--- config.mk ---
export PLATFORM = sky130hd
export DESIGN_NAME = fetch_stage_flat
export DESIGN_NICKNAME = d
export VERILOG_FILES = /design/src/rtl/fetch_stage_pkg.sv /design/src/rtl/fetch_stage_if.sv /design/src/rtl/fetch_buffer.sv /design/src/rtl/fetch_stage.sv /design/src/flat_wrapper.sv
export SDC_FILE = /design/constraint.sdc
export NUM_CORES = 1
export LEC_CHECK = 0
export ABC_AREA = 1
export CAP_MARGIN = 20
export CORE_MARGIN = 2
export CORE_UTILIZATION = 55
export CTS_CLUSTER_SIZE = 25
export DETAILED_ROUTE_END_ITERATION = 12
export PLACE_DENSITY = 0.92
export SLEW_MARGIN = 5
export SYNTH_ARGS = -nofsm -noshare
export SYNTH_HDL_FRONTEND = slang
export SYNTH_HIERARCHICAL = 1
export SYNTH_SLANG_ARGS = --single-unit
--- constraint.sdc ---
create_clock -name clk -period 4.1 [get_ports clk]
set_clock_uncertainty 0.05 [all_clocks]
set_input_delay 0.82 -clock clk [delete_from_list [all_inputs] [get_ports clk]]
set_output_delay 0.82 -clock clk [all_outputs]
set_load 0.01 [all_outputs]
--- src/rtl/fetch_stage_pkg.sv ---
// Shared constants and IF/ID bundle type for the fetch stage.
// RESET_PC_DEF seeds the default reset vector.
package fetch_stage_pkg;

  localparam logic [31:0] RESET_PC_DEF = 32'h0000_0000;
  localparam logic [31:0] INSTR_NOP    = 32'h0000_0013;
  localparam logic [31:0] PC_STEP      = 32'd4;
  localparam int          BUF_DEPTH_DEF = 2;

  typedef struct packed {
    logic [31:0] pc;
    logic [31:0] instr;
  } if_id_t;

endpackage

--- src/rtl/fetch_stage_if.sv ---
// Instruction-memory port and IF/ID handshake bundle.
// master = fetch side, slave = memory/decode side.
interface fetch_stage_if;

  logic        ImemReq;
  logic [31:0] ImemAddr;
  logic [31:0] ImemRdata;
  logic        Stall;
  logic        IfIdValid;
  logic [31:0] IfIdPc;
  logic [31:0] IfIdInstr;

  modport master (
    output ImemReq,
    output ImemAddr,
    input  ImemRdata,
    input  Stall,
    output IfIdValid,
    output IfIdPc,
    output IfIdInstr
  );

  modport slave (
    input  ImemReq,
    input  ImemAddr,
    output ImemRdata,
    output Stall,
    input  IfIdValid,
    input  IfIdPc,
    input  IfIdInstr
  );

endinterface

--- src/rtl/fetch_buffer.sv ---
// Two-entry {pc, instr} queue between IMEM and decode.
// Flush beats push; entry 0 is always the head.
module fetch_buffer
  import fetch_stage_pkg::*;
(
  input  logic       clk,
  input  logic       rst_n,
  input  logic       push,
  input  logic       pop,
  input  logic       flush,
  input  if_id_t     din,
  output if_id_t     head,
  output logic [1:0] count
);

  if_id_t e0;
  if_id_t e1;

  always_ff @(posedge clk or negedge rst_n) begin
    if (!rst_n) begin
      count <= 2'd0;
      e0    <= '0;
      e1    <= '0;
    end else if (flush) begin
      count <= 2'd0;
    end else begin
      unique case (1'b1)
        push && pop: begin
          if (count == 2'd2) begin
            e0 <= e1;
            e1 <= din;
          end else begin
            e0 <= din;
          end
        end
        push && !pop: begin
          if (count == 2'd0) e0 <= din;
          else               e1 <= din;
          count <= count + 2'd1;
        end
        pop && !push: begin
          e0    <= e1;
          count <= count - 2'd1;
        end
        default: ;
      endcase
    end
  end

  assign head = e0;

endmodule

--- src/rtl/fetch_stage.sv ---
// Instruction fetch: PC, IMEM credit logic, redirect and squash.
// IF/ID outputs come only from the queue registers.
module fetch_stage
  import fetch_stage_pkg::*;
#(
  parameter logic [31:0] RESET_PC  = RESET_PC_DEF,
  parameter int          BUF_DEPTH = BUF_DEPTH_DEF
) (
  input  logic          clk,
  input  logic          rst_n,
  fetch_stage_if.master bus,
  input  logic          BranchTaken,
  input  logic [31:0]   BranchPc,
  output logic          MisalignFault
);

  logic [31:0] pc;
  logic        in_flight;
  logic [31:0] in_flight_pc;
  logic        discard;
  logic        pop;
  logic        push;
  logic        req;
  logic        valid;
  logic [2:0]  occ;
  logic [1:0]  buf_count;
  if_id_t      buf_head;
  if_id_t      buf_din;

  assign valid = (buf_count != 2'd0);
  assign pop   = valid && !bus.Stall;
  assign push  = in_flight && !discard && !BranchTaken;

  // Occupancy once this cycle's pop and pending response settle.
  assign occ = {1'b0, buf_count} + {2'b0, in_flight} - {2'b0, pop};
  assign req = rst_n && !BranchTaken && (occ < 3'(BUF_DEPTH));

  assign buf_din = '{pc: in_flight_pc, instr: bus.ImemRdata};

  always_ff @(posedge clk or negedge rst_n) begin
    if (!rst_n) begin
      pc            <= RESET_PC;
      in_flight     <= 1'b0;
      in_flight_pc  <= '0;
      discard       <= 1'b0;
      MisalignFault <= 1'b0;
    end else if (BranchTaken) begin
      pc            <= {BranchPc[31:2], 2'b00};
      in_flight     <= 1'b0;
      discard       <= in_flight;
      MisalignFault <= |BranchPc[1:0];
    end else begin
      in_flight     <= req;
      discard       <= 1'b0;
      MisalignFault <= 1'b0;
      if (req) begin
        pc           <= pc + PC_STEP;
        in_flight_pc <= pc;
      end
    end
  end

  fetch_buffer u_buf (
    .clk   (clk),
    .rst_n (rst_n),
    .push  (push),
    .pop   (pop),
    .flush (BranchTaken),
    .din   (buf_din),
    .head  (buf_head),
    .count (buf_count)
  );

  assign bus.ImemReq   = req;
  assign bus.ImemAddr  = pc;
  assign bus.IfIdValid = valid;
  assign bus.IfIdPc    = valid ? buf_head.pc : 32'h0;
  assign bus.IfIdInstr = valid ? buf_head.instr : INSTR_NOP;

endmodule

--- src/flat_wrapper.sv ---
// flat-port wrapper written by rule: the top's interface ports become plain ports
module fetch_stage_flat import fetch_stage_pkg::*;
#(
  parameter logic [31:0] RESET_PC  = RESET_PC_DEF,
  parameter int          BUF_DEPTH = BUF_DEPTH_DEF
)
  (clk, rst_n, BranchTaken, BranchPc, MisalignFault, bus_ImemReq, bus_ImemAddr, bus_ImemRdata, bus_Stall, bus_IfIdValid, bus_IfIdPc, bus_IfIdInstr);
  fetch_stage_if bus_i ();
  input  logic clk;
  input  logic rst_n;
  input  logic BranchTaken;
  input  logic [31:0] BranchPc;
  output logic MisalignFault;
  output wire logic [$bits(bus_i.ImemReq)-1:0] bus_ImemReq;
  output wire logic [$bits(bus_i.ImemAddr)-1:0] bus_ImemAddr;
  input wire logic [$bits(bus_i.ImemRdata)-1:0] bus_ImemRdata;
  input wire logic [$bits(bus_i.Stall)-1:0] bus_Stall;
  output wire logic [$bits(bus_i.IfIdValid)-1:0] bus_IfIdValid;
  output wire logic [$bits(bus_i.IfIdPc)-1:0] bus_IfIdPc;
  output wire logic [$bits(bus_i.IfIdInstr)-1:0] bus_IfIdInstr;
  assign bus_ImemReq = bus_i.ImemReq;
  assign bus_ImemAddr = bus_i.ImemAddr;
  assign bus_i.ImemRdata = bus_ImemRdata;
  assign bus_i.Stall = bus_Stall;
  assign bus_IfIdValid = bus_i.IfIdValid;
  assign bus_IfIdPc = bus_i.IfIdPc;
  assign bus_IfIdInstr = bus_i.IfIdInstr;
  fetch_stage #(.RESET_PC(RESET_PC), .BUF_DEPTH(BUF_DEPTH)) u_core (.clk(clk), .rst_n(rst_n), .bus(bus_i), .BranchTaken(BranchTaken), .BranchPc(BranchPc), .MisalignFault(MisalignFault));
endmodule
==> metrics.md, run 1 <==
| Metric | Value |
|---|---|
| Internal | slightly below 5 mW |
| DR WL/cell | 15.7 um |
| Final Instance Count excl. Fillers | 2082 |
| Yosys reg bits | 193 |
| Combinational power share | 36.2% |
| Complex-gate fraction of the synthesized area | 1.83% |
| Crit-path slowest cell | clkdlybuf4s50_1 |
| Synth Instances | 1688 |
| Power Density | 589 nW/um^2 |
| Cell Chain, Critical Path | clkdlybuf4s50_1 > nor2_2 > ha_1 > or2_2 > fa_1 > nand2_1 > nor2_4 > nand2_2 > inv_1 > dlygate4sd2_1 |
| Largest family of logic cells by synthesized area | simple AND/OR/NAND/NOR gates |
| Final setup viols | 0 |
| Post-DP HPWL | 20200 um |
| Sequential power share | 42.6% |
| Worst vdd ir | 0.000369 V |
| Routed wire length | 32600 um |
| Psw | 3.21 mW |
| Final worst slack | 100 ps |
| Fmax | ~250 MHz |
| Post-synth EDFFs | 0 |
| Cell family with most CP delay | buffers and inverters |
| Initial antenna violation count | 0 |
| Mapped cell area | 11400 sq um |
| Ys Warns | 6 |
| Area Growth Syn to Fin | 20.6% |
| Top-count cell post-synth | nand2_1 |
| Clk root buf | clkbuf_16 |
| Slowest stage delay, CP | 530 ps |
| Core area | 20300 sq um |
| Mapped Avg Cell Area | 6.74 sq um |
| Clk slew on worst S/H paths | 70 ps |
| CP Max Fanout | 2 |
| Worst EP required | 3230 ps |
| Rows | 52 |
| Reg-to-reg startpoint | u_core/u_buf/count[0] |
| Clk_lat worst skew | 440 ps |
| Cell area after placement | 13100 sq um |
| Leak pwr | 6.63 nW |
| CTS tree | yes |
| Top cells by count, synth | nand2_1, nand3_1, dfrtp_1, nor2_1, inv_1 |
| Final #Nets | about 1900 |
| Library cells used by synthesis | 29 |
| Max-capacitance violation count | 0 |
| Placed cell count | 2049 |
| Iteration-0 DRC count of the detailed router | 1277 |
| Slew margin rel. | 37.1% |
| Clock period minus worst slack | approximately 4000 ps |
| R2r endpoint | u_core/bus.ImemAddr[21] |
| H-tree Lvls | 4 |
| Main area contributors after synthesis | dfrtp_1, nand2_1, nand3_1 |
| CP arrival | 3130 ps |
| Vias in the first global route | about 11000 |
| Crit. Startpoint | bus_Stall |
| Nature of the critical path startpoint | input pin |
| Pre-CTS WS | -146 ps |
| Synth area leader | dfrtp_1 |
| Simple-gate share of the synthesized area | 45.1% |
| Gpl congestion | 0.869 |
| Detailed Routing Iterations Pass 1 | 6 |
| Share of layout cells above drive strength 1 | 5.85% |
| Via density | 5.68 |
| Sw Share | 39.7% |
| # diodes | 0 |
| Worst path bufs/invs | 3 |
| Post-route cell area | between 10000 and 15000 sq um |
| Number of cells on the worst reg-to-reg path | 14 |
| Port-buffer cells | ~160 |
| Final hold vios | 0 |
| Via count | 11817 |
| Clk buf depth | 2 |
| Dominant synthesized flop cell | dfrtp_1 |
| Actual slew at the worst max-slew pin | around 940 ps |
| Period utilization | 97.6% |
| Worst reg-to-reg setup slack | 750 ps |
| Crit Path Class | input pin to primary output |
| Gr usage total | 29.8% |
| CP endpoint kind | primary output |
| # IOs | approximately 170 |
| Min-Delay Path Class | flop to flop |
| Final Power | between 8 and 9 mW |
| Post-synthesis mux area share | 0% |
| Initial core utilization | about 56% |
| Vert. Die Dim | 148 um |
| CTS buffer count | 17 |
| Adder-cell share of the synthesized area | 0.836% |
| Top cell type's share of synthesized area | 42.4% |
| Grt ovf | 0 |
| Clock network power share | 21.2% |
| Clock Sinks | 193 |
| Die area | 21900 sq um |
| First-pass GRT wire length | 53200 um |
| Worst Setup EP | bus_ImemReq |
| Async SR Flop Fraction | 100% |
| Stages on worst setup path | 10 |
| Worst Hold Depth | 2 |
| Remaining DRCs | 0 |
| Largest net degree at the start of global routing | 75 |
| Outcome | completed |
| Final ANT Viol Nets | 0 |
| Xor-xnor portion of the synthesized cell area | 0% |
| Sequential area share after synthesis | about 42% |
| Die width | 148 um |
| Slew Limit Fails | 0 |
## cell type report
| type | count | area (sq um) |
|---|---|---|
| clock buffer | 19 | 443 |
| timing repair buffer | 191 | 1910 |
| multi-input combinational | 1249 | 5500 |
| tap | 270 | 338 |
| fill | 1672 | 6570 |
| inverter | 147 | 552 |
| sequential | 193 | 4830 |
| clock inverter | 13 | 160 |
## power by group through the flow
| stage | Sequential [mW] | Combinational (mW) | Clock (mW) |
|---|---|---|---|
| after floorplan | 3.27 | 1.96 | 0 |
| after global placement | 3.38 | 2.75 | 0 |
| after detailed placement | 3.44 | 2.86 | 0 |
| after CTS | 3.42 | 2.89 | 1.73 |
| after global routing | 3.55 | 3.28 | 1.80 |
| final | 3.44 | 2.93 | 1.72 |
## cells in the final DEF, fill, tap and decap left out, drive strengths merged
cell type / instances
nand2: 634
nand3: 388
dfrtp: 193
nor2: 165
clkdlybuf4s50: 162
inv: 146
o21ai: 30
buf: 27
clkbuf: 20
clkinv: 9
conb: 8
o211ai: 6
ha: 6
or2: 5
bufinv: 3
clkinvlp: 2
nor3: 2
dlygate4sd2: 1
and2: 1
nand4: 1
fa: 1
a21oi: 1
o21bai: 1
## worst register-to-register path: cells and delay by family, from the launching register on
family                     cells  cell delay, ps
adders and majority gates      2             720
DFF                            1             490
and+or+nand+nor                9            1050
buffers and inverters          3             980
## routing by layer
layer	track usage, %	up-vias	wire [um]
met5	0	-	0
met1	41.7	5450	13300
met3	4.48	75	3500
li1	-	5518	-
met2	47.2	774	15100
met4	11.3	0	762
## cell families after synthesis
logic type      Yosys count
flops                   193
compound gates           38
fa+ha+maj                 7
simple gates           1196
other cells               1
buf+inv                 253
## stage by stage
| stage | TNS [ps] | hold slack [ps] | utilization, % |
|---|---|---|---|
| finish | 0 | 416 | 67.6 |
| global route | -4.57 | 449 | 67.6 |
| CTS | 0 | 420 | 67.5 |
| detailed placement | -146 | 404 | 64.6 |
| global placement | -138 | 396 | 64.6 |
| floorplan | 0 | 386 | - |
## worst min-delay path by stage
stage                     endpoint  slack, ps             start
CTS                 u_core/discard        420  u_core/in_flight
floorplan           u_core/discard        390  u_core/in_flight
detailed placement  u_core/discard        400  u_core/in_flight
global route        u_core/discard        450  u_core/in_flight
global placement    u_core/discard        400  u_core/in_flight
finish              u_core/discard        420  u_core/in_flight
## registers in the layout, indices dropped and copies added (netlist names)
name	count
u_core/MisalignFault	1
u_core/bus.ImemAddr	30
u_core/discard	1
u_core/in_flight	1
u_core/in_flight_pc	30
u_core/u_buf/count	2
u_core/u_buf/e1	64
u_core/u_buf/head	64
## timing repair
item / in CTS / in global routing
setup endpoints to repair: 1 / 1
resized for setup: 1 / 1
hold buffers: 0 / 0
buffers inserted: 0 / 0
(Power assumes the default switching activity.)
==> run 2, diff against run 1 <==
- CORE_UTILIZATION: 55 -> 35
- PLACE_DENSITY: 0.92 -> 0.67
==> run 2 against run 1 <==
Fmax rose by 2.9%. Die area up 55%. Critical path type unchanged. First-iteration DRC count shrank 6.3%.
==> metrics.md, run 2 (synthesis gave the netlist of run 1 again) <==
| Metric | Value |
|---|---|
| CTS buffer count | 17 |
| Clk_lat worst skew | 430 ps |
| Leak pwr | 6.64 nW |
| H-tree Lvls | 4 |
| Die width | 184 um |
| CP arrival | 3020 ps |
| Final setup viols | 0 |
| # diodes | 0 |
| Max-capacitance violation count | 0 |
| Final TNS setup | 0 ps |
| Detailed Routing Iterations Pass 1 | 5 |
| Most frequent cells in the layout | nand2_1, nand3_1, dfrtp_1, clkdlybuf4s50_1, nor2_1 |
| Clock period minus worst slack | 3890 ps |
| Combinational power share | a little over a third |
| Die area | 34000 sq um |
| Via density | 5.06 |
| Min-Delay Path Class | input pin to asynchronous set/reset pin |
| Initial core utilization | 35.2% |
| DR WL/cell | 15.1 um |
| Clk slew on worst S/H paths | 80 ps |
| Port-buffer cells | 164 |
| Routed wire length | about 34000 um |
| Gpl congestion | 0.891 |
| Fmax | 257 MHz |
| Area Growth Syn to Fin | 22.8% |
| Worst reg-to-reg setup slack | between 700 and 800 ps |
| Sequential power share | 42.3% |
| Grt ovf | 0 |
| Gr usage total | 20.5% |
| Number of cells on the worst reg-to-reg path | 11 |
| Clk root buf | clkbuf_16 |
| First-pass GRT wire length | approximately 56000 um |
| Rows | 66 |
| Initial antenna violation count | 0 |
| CTS tree | yes |
| Outcome | completed |
| Crit Path Class | input pin to primary output |
| Slew margin rel. | 40.1% |
| Met2 usage in global routing | 32.9% |
| Slew Limit Fails | 0 |
| Remaining DRCs | 0 |
| Grt peak-use layer | met2 |
| Final hold vios | 0 |
| Clk buf depth | 2 |
| Vert. Die Dim | about 180 um |
| Vias in the first global route | 10880 |
| Final #Nets | about 1900 |
| Power Density | between 500 and 600 nW/um^2 |
| Actual slew at the worst max-slew pin | 899 ps |
| Sw Share | 39.9% |
| Core area | 32300 sq um |
| Reg-to-reg startpoint | u_core/u_buf/count[1] |
| Clock network power share | 21.3% |
| Worst vdd ir | 0.000365 V |
| Psw | 3.21 mW |
| R2r endpoint | u_core/bus.ImemAddr[13] |
| Via count | 11427 |
| Hold WS | 221 ps |
| M1 GR Usage | 27.6% |
| # IOs | roughly 170 |
| CP endpoint kind | primary output |
| Iteration-0 DRC count of the detailed router | ~1200 |
| Worst EP required | 3230 ps |
| RSZ-0062 raised after global routing | false |
| Nature of the critical path startpoint | input pin |
| Post-DP HPWL | 21700 um |
| Share of layout cells above drive strength 1 | 6.01% |
| Largest net degree at the start of global routing | 76 |
| CP Max Fanout | 4 |
| Clock Sinks | 193 |
| GRT met3 Usage | under 10% |
| Period utilization | roughly 95% |
| Final ANT Viol Nets | 0 |
| Final Power | 8.05 mW |
| Setup Buffers After CTS | 0 |
| Commonest non-fill, non-tap cell in the layout | nand2_1 |
| Internal | 4.84 mW |
-- run 2: final cells by class --
type,count,area (sq um)
clock buffers,19,443
clock inverters,13,150
fillers,3301,18300
inverters,147,552
multi-input cells,1249,5500
flip-flops and latches,193,4830
well taps,442,553
repair buffers,194,1940
-- run 2: through the flow --
stage	std cells	instance area (sq um)	util [%]	setup slack (ps)
after floorplan	1695	11400	-	674
after global placement	2225	13400	41.4	-386
after detailed placement	2225	13400	41.4	-412
after CTS	2257	14000	43.3	193
after global routing	2257	14000	43.3	89.8
final	2257	14000	43.3	213
-- run 2: worst max-delay path by stage --
stage / endpoint / slack (ps) / cells past startpoint / startpoint
6_report: bus_ImemReq / 210 / 10 / bus_Stall
5_1_grt: bus_ImemReq / 90 / 10 / bus_Stall
4_1_cts: bus_ImemReq / 190 / 10 / bus_Stall
3_5_place_dp: bus_ImemReq / -410 / 10 / bus_Stall
3_3_place_gp: bus_ImemReq / -390 / 10 / bus_Stall
2_1_floorplan: bus_ImemReq / 670 / 9 / bus_Stall
-- run 2: timing repair --
item,CTS,global route
resized for setup,4,0
setup endpoints to repair,1,0
hold endpoints to repair,0,0
hold buffers,0,0
-- run 2: power by group through the flow --
stage	Clock [mW]	Combinational, mW	Sequential [mW]
after detailed placement	0	2.94	3.42
after CTS	1.75	2.96	3.39
after floorplan	0	1.96	3.27
after global routing	1.84	3.33	3.52
final	1.71	2.93	3.40
after global placement	0	2.87	3.39
-- run 2: critical path, stage by stage --
cell,delay (ps)
dlygate4sd2_1,280
nor2_4,160
ha_1,240
or2_2,300
fa_1,490
nand2_1,90
nor2_4,100
nand2_2,80
inv_1,150
dlygate4sd2_1,300
-- run 2: metal layers --
metal	part of all wire [%]	wire length, um	up-vias
met5	0	0	-
met1	45	15200	5391
met2	46	15600	444
met3	7.3	2500	59
met4	2.2	759	0
li1	-	-	5533
